===== src/rtl/vote_pkg.sv =====
// Shared types and defaults for the three-requester vote round controller.
package vote_pkg;

  localparam int unsigned NUM_VOTERS  = 3;
  localparam int unsigned DEF_TIMEOUT = 16;
  localparam int unsigned DEF_CNT_W   = 8;
  localparam int unsigned TIMER_W     = 8;

  typedef enum logic [1:0] {
    IDLE,
    COLLECT,
    EVAL,
    HOLD
  } state_e;

endpackage


===== src/rtl/my_module.sv =====
// Decision datapath: majority of the three input votes, purely combinational.
module my_module (
  input  logic i0,
  input  logic i1,
  input  logic i2,
  output logic b
);

  assign b = (i0 & i1) | (i0 & i2) | (i1 & i2);

endmodule


===== src/rtl/vote_round_controller.sv =====
// Collects one vote per requester, evaluates my_module once, and holds the
// decision until downstream accepts it. A watchdog closes silent rounds.
module vote_round_controller
  import vote_pkg::*;
#(
  parameter int unsigned TIMEOUT = DEF_TIMEOUT,
  parameter int unsigned CNT_W   = DEF_CNT_W
) (
  input  logic                  clk,
  input  logic                  rst_n,
  input  logic                  start,
  input  logic [NUM_VOTERS-1:0] vote_valid,
  input  logic [NUM_VOTERS-1:0] vote_value,
  output logic [NUM_VOTERS-1:0] vote_ack,
  output logic                  busy,
  output logic                  dec_valid,
  input  logic                  dec_ready,
  output logic                  dec_value,
  output logic                  dec_timeout,
  output logic [CNT_W-1:0]      dec_count
);

  localparam logic [TIMER_W-1:0] TIMER_LAST = TIMER_W'(TIMEOUT - 1);

  state_e                  state_q, state_d;
  logic [NUM_VOTERS-1:0]   votes_q, votes_d;
  logic [NUM_VOTERS-1:0]   got_q, got_d;
  logic [TIMER_W-1:0]      timer_q, timer_d;
  logic                    dec_valid_q, dec_valid_d;
  logic                    dec_value_q, dec_value_d;
  logic                    dec_timeout_q, dec_timeout_d;
  logic [CNT_W-1:0]        cnt_q, cnt_d;
  logic [NUM_VOTERS-1:0]   ack;
  logic                    eval_b;

  my_module u_decide (
    .i0 (votes_q[0]),
    .i1 (votes_q[1]),
    .i2 (votes_q[2]),
    .b  (eval_b)
  );

  always_comb begin
    state_d       = state_q;
    votes_d       = votes_q;
    got_d         = got_q;
    timer_d       = timer_q;
    dec_valid_d   = dec_valid_q;
    dec_value_d   = dec_value_q;
    dec_timeout_d = dec_timeout_q;
    cnt_d         = cnt_q;
    ack           = '0;

    unique case (state_q)
      IDLE: begin
        votes_d       = '0;
        got_d         = '0;
        timer_d       = '0;
        dec_timeout_d = 1'b0;
        if (start) begin
          state_d = COLLECT;
        end
      end
      COLLECT: begin
        ack     = vote_valid & ~got_q;
        votes_d = (votes_q & ~ack) | (vote_value & ack);
        got_d   = got_q | ack;
        timer_d = timer_q + TIMER_W'(1);
        // A completing vote wins over the watchdog in the expiry cycle.
        if (got_d == '1) begin
          state_d = EVAL;
        end else if (timer_q == TIMER_LAST) begin
          state_d       = EVAL;
          dec_timeout_d = 1'b1;
        end
      end
      EVAL: begin
        dec_value_d = eval_b;
        dec_valid_d = 1'b1;
        state_d     = HOLD;
      end
      HOLD: begin
        if (dec_valid_q && dec_ready) begin
          dec_valid_d = 1'b0;
          cnt_d       = cnt_q + CNT_W'(1);
          state_d     = IDLE;
        end
      end
      default: state_d = IDLE;
    endcase
  end

  always_ff @(posedge clk or negedge rst_n) begin
    if (!rst_n) begin
      state_q       <= IDLE;
      votes_q       <= '0;
      got_q         <= '0;
      timer_q       <= '0;
      dec_valid_q   <= 1'b0;
      dec_value_q   <= 1'b0;
      dec_timeout_q <= 1'b0;
      cnt_q         <= '0;
    end else begin
      state_q       <= state_d;
      votes_q       <= votes_d;
      got_q         <= got_d;
      timer_q       <= timer_d;
      dec_valid_q   <= dec_valid_d;
      dec_value_q   <= dec_value_d;
      dec_timeout_q <= dec_timeout_d;
      cnt_q         <= cnt_d;
    end
  end

  assign vote_ack    = ack;
  assign busy        = (state_q != IDLE);
  assign dec_valid   = dec_valid_q;
  assign dec_value   = dec_value_q;
  assign dec_timeout = dec_timeout_q;
  assign dec_count   = cnt_q;

endmodule


===== config.mk =====
export PLATFORM = sky130hd
export DESIGN_NAME = vote_round_controller
export DESIGN_NICKNAME = d
export VERILOG_FILES = /design/src/rtl/vote_pkg.sv /design/src/rtl/my_module.sv /design/src/rtl/vote_round_controller.sv
export SDC_FILE = /design/constraint.sdc
export NUM_CORES = 1
export LEC_CHECK = 0
export BUFFER_PORTS_ARGS = -buffer_cell sky130_fd_sc_hd__buf_2
export CORE_MARGIN = 5
export CORE_UTILIZATION = 30
export DETAILED_ROUTE_END_ITERATION = 8
export GPL_TIMING_DRIVEN = 0
export SLEW_MARGIN = 15
export SYNTH_ARGS = -nofsm -noshare
export SYNTH_HDL_FRONTEND = slang
export SYNTH_SLANG_ARGS = --single-unit
export TNS_END_PERCENT = 20

===== constraint.sdc =====
create_clock -name clk -period 1.6 [get_ports clk]
set_input_delay 0.24 -clock clk [delete_from_list [all_inputs] [get_ports clk]]
set_output_delay 0.24 -clock clk [all_outputs]
set_load 0.005 [all_outputs]

==> flow_summary_export.csv <==
group,metric,value,unit
place,dpl.cell_count,202,
yosys,synthSimpleGateAreaFrac,0.1656,
yosys,synth_cell_types,28,
timing,period_share,1.000,
cells_and_area,nets,180,
route,top_layer,"met4",
worst_setup_path,critPathLaunchType,"flop",
timing,setup_ws,-0.0004521,ns
outcome,violations,"setup timing",
clock_network,cts_tree,"yes",
route,routed_wl,2.669,mm
outcome,status,"finished, violations left",
cells_and_area,area_growth,28.93,%
route,vias,994,
die,coreArea,0.004294,mm²
route,wl_met3,199,µm
cells_and_area,n_fill_cell,426,
worst_setup_path,r2r_slack,0.01,ns
route,routedWlPerCell,12.47,µm
worst_hold_path,hold_class,"in -> reg",
yosys,synth_area_leaders,"dfrtp_1 51%, ha_1 6.7%, o21ai_0 4.9%",
worst_setup_path,crit_type,"reg -> out",
yosys,ys_seq_area_frac,0.5138,
worst_setup_path,end_kind,"output port",
cells_and_area,fin_area,0.001695,mm²
place,port_buffers,24,
worst_setup_path,cp.required,1.36,ns
timing,setup_viol,1,
yosys,synth.largest_area_cell,"dfrtp_1",
yosys,avgSynthCellArea,10.44,µm²
route,viasPerCell,4.645,
die,start_util,0.3062,
clock_network,h-tree-depth,1,
route,first_pass_iters,4,
die,dieArea,0.005807,mm²
route,met1_length,1.318,mm
place,placed_area,0.001500,mm²
timing,clock-skew-final,0.003276,ns
place,gp_congestion,0.7752,
worst_setup_path,cp.arrival,1.36,ns
yosys,synth_top_family_by_area,"simple AND/OR/NAND/NOR gates",
yosys,synth.top_cell.area_share,0.5138,
worst_setup_path,cp_max_fo,6,
cells_and_area,n_antenna_cell,0,
yosys,synth_warnings,0,
power_and_ir_drop,power_density,1529,mW/mm²
grt,grt_max_degree,28,
grt,grt-ovfl-total,0,
cells_and_area,finish.utilization,0.3948,
yosys,synth_compound_area_frac,0.09229,
timing,worst_pin_slew,0.6084,ns
grt,grt_pass1_wl,4.602,mm
yosys,synthCells,126,
die,io_pins,25,
timing,grt_setup_unrepaired,"true",
timing,fin_crit,1.600,ns
clock_network,cts.sinks,27,
clock_network,clkTransAtPathRegs,0.09,ns
place,hpwlAfterDp,1.835,mm
timing,slew_viol_final,0,
die,fp.dieW,76.21,µm
route,drt_iter0_drc,63,
yosys,synth_fa_ha_area_frac,0.07422,
yosys,mappedNetlistNets,143,
power_and_ir_drop,p_leak,0.8199,nW
route,wl_met2,1.147,mm
yosys,netlist_area,0.001315,mm²
yosys,synthXorXnorAreaFrac,0.06660,
cells_and_area,layout.cells.non_filler,214,
grt,antenna_found_initial,0,
clock_network,cts.path.max_buffers,2,
yosys,synthMuxAreaShare,0.05899,
yosys,synth-seq-cells,27,
flow_run,drv_cap,0,
timing,hold_viol,0,
power_and_ir_drop,peakVddDrop,0.0008243,V
grt,grt_usage,0.09511,
grt,grt_pass1_vias,989,
timing,relSlewSlack,0.5944,
route,drc,0,
timing,max_freq,0.6248,GHz
die,rows,24,
clock_network,clock_latency,0.27,ns
die,die_y,76.21,µm
cells_and_area,drive_gt1_frac,0.3333,
clock_network,cts_buffers,3,
route,ant_nets,0,
clock_network,cts_root_buf,"clkbuf_8",
## worst max-delay path, stage by stage, from the launching register on
cell and delay (ns):
dfrtp_1 0.42, inv_2 0.12, ha_4 0.16, buf_8 0.11, and3_4 0.19, buf_6 0.09
## flip-flops by register name, summed over array words and instances, names as in the netlist
signal       cells
dec_timeout      1
state_q          2
votes_q          3
dec_valid        1
got_q            3
dec_count        8
timer_q          8
dec_value        1
## repair_timing
| action | in CTS | in global routing |
|---|---|---|
| hold buffers | 1 | 0 |
| pin swaps | 0 | 2 |
| endpoints found under the setup margin | 23 | 12 |
| gates resized for setup | 17 | 7 |
| buffers inserted | 5 | 3 |
| endpoints found under the hold margin | 27 | 0 |
## Yosys cell counts
cell type / instances
mux2i_1: 4
xor2_1: 3
mux2_4: 1
o21ai_1: 1
a21o_1: 1
xnor2_1: 7
a31oi_1: 1
inv_1: 7
nor4_2: 1
nor2_1: 5
a21boi_0: 1
nand4_1: 3
nand2b_1: 4
o22ai_1: 1
ha_1: 7
nand3_1: 5
a21oi_1: 1
nor3b_1: 1
clkbuf_1: 3
maj3_1: 1
o21ai_0: 13
and4_1: 1
nand2_1: 17
mux2_2: 2
and3_1: 6
a311o_1: 1
dfrtp_1: 27
o22a_1: 1
## through the flow
step | setup WS [ns] | total power [mW] | hold WS (ns) | TNS, ns
floorplan | 0.003609 | 1.633 | -0.05559 | 0
global placement | -0.2719 | 1.928 | 0.2848 | -2.074
CTS | -0.02293 | 2.535 | 0.1692 | -0.04718
global route | -0.06561 | 2.809 | 0.1749 | -0.2511
detailed placement | -0.2488 | 1.938 | 0.2912 | -1.711
finish | -0.0004521 | 2.592 | 0.1740 | -0.0004521
## cells by family (layout without fill, tap and decap cells)
logic type | after synthesis | after routing
simple gates | 43 | 43
flops | 27 | 27
compound gates | 21 | 21
xor+xnor | 10 | 10
buf+inv | 10 | 46
fa+ha+maj | 8 | 8
mux | 7 | 7
## layout by cell type (no fill, tap or decap), types with 2 or more instances in the layout
| master | n |
|---|---|
| mux2_2 | 2 |
| nand2_1 | 17 |
| xnor2_1 | 7 |
| dfrtp_1 | 26 |
| o21ai_0 | 13 |
| xor2_1 | 3 |
| buf_6 | 3 |
| inv_1 | 4 |
| nand4_1 | 3 |
| nand2b_1 | 4 |
| ha_1 | 4 |
| mux2i_1 | 4 |
| ha_4 | 2 |
| buf_2 | 21 |
| buf_4 | 8 |
| inv_2 | 3 |
| nor2_1 | 4 |
| nand3_1 | 5 |
| and3_4 | 4 |
| clkbuf_8 | 3 |
## final timing paths
check,start,depth (start not counted),end
setup / recovery,state_q[1],5,vote_ack[0]
hold / removal,vote_value[1],3,votes_q[1]
setup reg to reg,state_q[0],4,state_q[1]
hold reg to reg,dec_count[7],1,dec_count[7]
max in group asynchronous,rst_n,2,state_q[0]
min in group asynchronous,rst_n,2,dec_count[7]
## final cells by class
type	instances	area, µm²	area share
Sequential cell	27	676.9	0.3993
Tap cell	52	65.06	0.03838
Multi-Input combinational cell	89	653.1	0.3852
Inverter	7	26.28	0.01550
Buffer	2	20.02	0.01181
Timing Repair Buffer	33	209.0	0.1232
Clock buffer	4	45.04	0.02657
## per-layer routing
metal / up-vias / GRT usage
met5: - / 0
met4: 0 / 0.005245
met3: 2 / 0.04019
met1: 455 / 0.1280
li1: 507 / -
met2: 30 / 0.1498
## power by group
group | switching (mW) | leakage, nW | internal [mW]
logic | 0.552 | 0.447 | 0.611
registers | 0.175 | 0.351 | 0.877
clock network | 0.199 | 0.0228 | 0.178
total | 0.926 | 0.820 | 1.67
Note: power is estimated with default switching activity, not from simulation.
